--- config.mk ---
export PLATFORM = sky130hd
export DESIGN_NAME = prog_loader
export DESIGN_NICKNAME = d
export VERILOG_FILES = /design/src/rtl/prog_loader.sv
export SDC_FILE = /design/constraint.sdc
export NUM_CORES = 1
export LEC_CHECK = 0
export CORE_MARGIN = 2
export CORE_UTILIZATION = 40
export DETAILED_ROUTE_END_ITERATION = 10
export PLACE_DENSITY = 0.76
export SETUP_SLACK_MARGIN = 0.05
export SYNTH_ARGS = -nofsm -noshare
export SYNTH_HDL_FRONTEND = slang
export SYNTH_SLANG_ARGS = --single-unit
--- constraint.sdc ---
create_clock -name clk -period 2.3 [get_ports clk]
set_input_delay 0.46 -clock clk [delete_from_list [all_inputs] [get_ports clk]]
set_output_delay 0.46 -clock clk [all_outputs]
set_load 0.05 [all_outputs]
--- src/rtl/prog_loader.sv ---
`default_nettype none
// ============================================================================
// Module      : prog_loader
// Description : Loads 15-bit instruction words into an instruction RAM from a
//               valid/ready byte stream (high byte first, then low byte).
//               Each word is written to consecutive RAM addresses, starting
//               at START_ADDR and wrapping modulo 256.
//               Optional read-back verify: define LOADER_VERIFY_EN to read
//               each word back after writing it and flag any mismatch on err.
// Ports       : clk, n_reset (async active-low)
//               start/length/abort  - load control
//               in_valid/in_data/in_ready - byte stream
//               ram_addr/ram_data/ram_wren/ram_q - instruction RAM
//               busy/done/err       - status
// Revision    : 1.0 - initial release
// ============================================================================
module prog_loader #(
    parameter logic [7:0] START_ADDR = 8'h00
) (
    input  logic        clk,
    input  logic        n_reset,
    input  logic        start,
    input  logic [8:0]  length,
    input  logic        abort,
    input  logic        in_valid,
    input  logic [7:0]  in_data,
    output logic        in_ready,
    output logic [7:0]  ram_addr,
    output logic [14:0] ram_data,
    output logic        ram_wren,
    input  logic [14:0] ram_q,
    output logic        busy,
    output logic        done,
    output logic        err
);

    localparam logic [2:0] c_s_idle  = 3'd0;
    localparam logic [2:0] c_s_hi    = 3'd1;
    localparam logic [2:0] c_s_lo    = 3'd2;
    localparam logic [2:0] c_s_write = 3'd3;
    localparam logic [2:0] c_s_done  = 3'd4;
`ifdef LOADER_VERIFY_EN
    localparam logic [2:0] c_s_rd    = 3'd5;
    localparam logic [2:0] c_s_cmp   = 3'd6;
`endif

    logic [2:0]  r_state;
    logic [2:0]  w_next;
    logic [8:0]  r_len;
    logic [8:0]  r_count;
    logic [7:0]  r_addr;
    logic [14:0] r_data;
    logic        r_err;
    logic        r_in_ready;
    logic        r_wren;
    logic        r_busy;
    logic        r_done;

    logic        w_len_ok;
    logic        w_xfer;
    logic        w_last;
    logic        w_advance;

    assign w_len_ok = (length != 9'd0) && (length <= 9'd256);
    // r_in_ready is high exactly in HI and LO, so this is the handshake.
    assign w_xfer   = in_valid & r_in_ready;
    // count holds at most 255 here, so the 9-bit sum cannot overflow.
    assign w_last   = ((r_count + 9'd1) == r_len);

`ifdef LOADER_VERIFY_EN
    assign w_advance = (r_state == c_s_cmp) && !abort && !w_last;
`else
    assign w_advance = (r_state == c_s_write) && !abort && !w_last;
    // Read data is only consumed by the verify path.
    logic w_unused_ram_q;
    assign w_unused_ram_q = ^ram_q;
`endif

    always_comb begin
        w_next = r_state;
        case (r_state)
            c_s_idle:  if (start && w_len_ok) w_next = c_s_hi;
            c_s_hi: begin
                if (abort)       w_next = c_s_idle;
                else if (w_xfer) w_next = c_s_lo;
            end
            c_s_lo: begin
                if (abort)       w_next = c_s_idle;
                else if (w_xfer) w_next = c_s_write;
            end
            c_s_write: begin
                if (abort)       w_next = c_s_idle;
`ifdef LOADER_VERIFY_EN
                else             w_next = c_s_rd;
`else
                else if (w_last) w_next = c_s_done;
                else             w_next = c_s_hi;
`endif
            end
`ifdef LOADER_VERIFY_EN
            c_s_rd:  w_next = abort ? c_s_idle : c_s_cmp;
            c_s_cmp: begin
                if (abort)       w_next = c_s_idle;
                else if (w_last) w_next = c_s_done;
                else             w_next = c_s_hi;
            end
`endif
            c_s_done:  w_next = c_s_idle;
            default:   w_next = c_s_idle;
        endcase
    end

    always_ff @(posedge clk or negedge n_reset) begin
        if (!n_reset) begin
            r_state    <= c_s_idle;
            r_len      <= 9'd0;
            r_count    <= 9'd0;
            r_addr     <= 8'd0;
            r_data     <= 15'd0;
            r_err      <= 1'b0;
            r_in_ready <= 1'b0;
            r_wren     <= 1'b0;
            r_busy     <= 1'b0;
            r_done     <= 1'b0;
        end else begin
            r_state <= w_next;
            // Outputs are decoded from the next state so they line up with
            // the state register without any combinational output path.
            r_in_ready <= (w_next == c_s_hi) || (w_next == c_s_lo);
            r_wren     <= (w_next == c_s_write);
            r_busy     <= (w_next != c_s_idle) && (w_next != c_s_done);
            r_done     <= (w_next == c_s_done);

            case (r_state)
                c_s_idle: begin
                    if (start) begin
                        if (w_len_ok) begin
                            r_len   <= length;
                            r_addr  <= START_ADDR;
                            r_count <= 9'd0;
                            r_err   <= 1'b0;
                        end else begin
                            r_err   <= 1'b1;
                        end
                    end
                end
                c_s_hi: begin
                    // Abort wins over a simultaneous transfer.
                    if (!abort && w_xfer) begin
                        r_data[14:8] <= in_data[6:0];
                        if (in_data[7]) r_err <= 1'b1;
                    end
                end
                c_s_lo: begin
                    if (!abort && w_xfer) r_data[7:0] <= in_data;
                end
`ifdef LOADER_VERIFY_EN
                c_s_cmp: begin
                    if (!abort && (ram_q != r_data)) r_err <= 1'b1;
                end
`endif
                default: ;
            endcase

            if (w_advance) begin
                r_addr  <= r_addr + 8'd1;
                r_count <= r_count + 9'd1;
            end
        end
    end

    assign in_ready = r_in_ready;
    assign ram_addr = r_addr;
    assign ram_data = r_data;
    assign ram_wren = r_wren;
    assign busy     = r_busy;
    assign done     = r_done;
    assign err      = r_err;

endmodule
`default_nettype wire

==> impl_metrics.yaml <==
yosys:
  synth-edff-count: 0
  synth.cell_area_um2: 2521
  syn_nets: 265
  ys_warn_count: 0
  seq_area_frac_synth_pct: 48.64
  ys_types: 52
  synth_flop_cell: "dfrtp_1"
  ys_seq_elements: 49
  syn_inst: 226
  synthArstFlopShare_pct: 100.0
  syn_avg_cell_area_um2: 11.16
pwr:
  power_leakage_uw: 0.001489
  power.total_uw: 2575
  peakVddDrop_mv: 0.6171
  p_per_area_nw_per_um2: 738.6
critical_path:
  crit_path_top_delay_cell: "or4_4"
  criticalPathCategory: "reg -> reg"
  rrSetupSlack_ps: 70
  reg2reg_from: "r_count[0]"
  r2r_end: "ram_addr[3]"
  worstRegToRegCells: 8
  crit_fanout: 8
  setup.worst_path.end_class: "register"
  path_buf_inv: 2
  cpMostUsedCell: "buf_6"
  critPathLaunchType: "register"
  path_cells: "buf_6 -> nand2_2 -> or4_4 -> a21oi_4 -> o2111a_2 -> nor2_4 -> buf_6 -> a221o_1"
  cp_data_required_time_ps: 2500
  arrival_ps: 2440
  max_stage_delay_ps: 540
  crit_family: "compound AO/OA/AOI/OAI gates"
  cp_num_cells: 8
place:
  gp_congestion: 0.8308
  dpl.hpwl_um: 4236
  place_ws_ps: -190.2
  dp.cells: 366
  numPortBuffers: 49
floorplanning:
  start_util_pct: 42.08
  die_area_um2: 6954
  ioPinCount: 65
  core_area_um2: 5991
  fp.dieW_um: 83.39
  rows: 28
  die_y_um: 83.39
sta:
  setup_ws_ps: 65.58
  fin_skew_ps: 7.962
  slew_viol_final: 0
  worstMarginPinSlew_ps: 615.7
  rsz0062_at_grt: "true"
  max_freq_mhz: 447.5
  fin_crit_sh_pct: 97.15
  hold_slack_ps: 242.3
  final-setup-viol-count: 0
  relSlewSlack_pct: 58.95
  fin_crit_ps: 2234
  finalHoldViolations: 0
clocking:
  htreeDepth: 2
  cts_made_buffers: 5
  path_clk_slew_ps: 90
  cts_hold_buf: 0
  clk_latency_ps: 310
  cts_tree: "yes"
  ctsLongestPathBuffers: 2
  clock-sinks: 49
  cts-root-buf: "clkbuf_8"
grt:
  grt_max_degree: 50
  antenna_found_initial: 0
  grt_pass1_wl_um: 9673
  overflow: 0
  grt_pass1_vias: 2014
  grt_util_all_layers_pct: 17.18
detailed_routing:
  vias_per_cell: 5.403
  drc: 0
  wire_per_inst_um: 15.89
  dr.first_iter.drc_count: 125
  vias: 2037
  drt_first_pass_iters: 4
  ant_nets: 0
  wl_um: 5991
layout:
  drive_above_1_share_pct: 31.46
  syn_to_final_growth_pct: 38.26
  fill_cells: 483
  layout_common_cells: "clkdlybuf4s50_1 (48), dfrtp_1 (46), mux2_2 (26), buf_4 (26), nor2_1 (20)"
  final-instance-count-excl-fill: 377
  nets: 340
  final_common_cell: "clkdlybuf4s50_1"
  num_antenna_cells: 0
job:
  drv_cap: 0
worst_hold_path:
  hold_path_class: "in -> async"
status:
  outcome: "complete, no violations"
[flip-flops by register name, indices dropped and copies added, names as in the netlist]
signal	flops
ram_data	15
r_count	9
r_len	9
ram_addr	8
r_state	3
busy	1
done	1
err	1
in_ready	1
ram_wren	1
[area by class of cell]
cell class                 count  area (µm²)  share of cell area, %
clock buffer                   6       82.58                  2.369
tap                           75       93.84                  2.692
sequential                    49        1230                  35.28
multi-input combinational    164        1313                  37.65
timing repair buffer          80       749.5                  21.50
inverter                       1       3.754                 0.1077
clock inverter                 2       13.76                 0.3948
[synthesized netlist by cell type (3+ instances only)]
library cell / count / area, µm²
a221o_1: 7 / 70.07
nand3_1: 16 / 80.08
clkbuf_1: 3 / 11.26
xnor2_1: 8 / 70.07
xor2_1: 5 / 43.79
and2_1: 3 / 18.77
mux2_2: 26 / 292.8
nor2_1: 20 / 75.07
dfrtp_1: 49 / 1226
and3_1: 3 / 18.77
o21ai_0: 3 / 15.01
buf_2: 5 / 25.02
a21oi_1: 5 / 25.02
nand2_1: 16 / 60.06
o211ai_1: 3 / 22.52
nor4_1: 5 / 31.28
[metal layers]
metal	vias up	wire length, µm	share of wire (%)	track usage, %
met1	997	2490	42	21.48
met3	6	378	6.3	5.765
met5	-	0	0	0
li1	975	-	-	-
met4	0	69	1.2	5.067
met2	59	3053	51	28.23
[where the power goes]
| group | internal [µW] | switching (µW) | total [µW] |
|---|---|---|---|
| combinational | 385 | 534 | 919 |
| clock | 244 | 300 | 544 |
| sequential | 1000 | 111 | 1110 |
[cell families after synthesis]
family,share of synthesized area (%)
AOI/OAI and AO/OA,13.45
xor gates and xnor gates,5.161
and+or+nand+nor,17.07
buffers and inverters,3.076
DFF,48.64
adders and majority gates,0.9924
muxes,11.61
[how the worst max path moves through the flow]
stage / from / end / slack, ps
floorplan: r_count[1] / ram_addr[3] / 60
global placement: length[5] / ram_addr[5] / -130
detailed placement: length[5] / ram_addr[5] / -190
CTS: r_count[0] / ram_addr[5] / 50
global route: r_count[0] / r_count[4] / -0.2
finish: r_count[0] / ram_addr[3] / 70
[what timing repair did]
item | CTS | global route
gates resized for setup | 2 | 22
pin swaps | 7 | 13
endpoints found under the setup margin | 10 | 14
setup buffers | 1 | 2
[metrics by stage]
step	util [%]	TNS [ps]	instance area, µm²
2_1_floorplan	-	0	2526
3_3_place_gp	54.28	-2377	3252
3_5_place_dp	54.28	-3446	3252
4_1_cts	56.27	0	3371
5_1_grt	58.19	-0.1867	3486
6_report	58.19	0	3486
No activity file was read; power rests on OpenSTA's default activity.
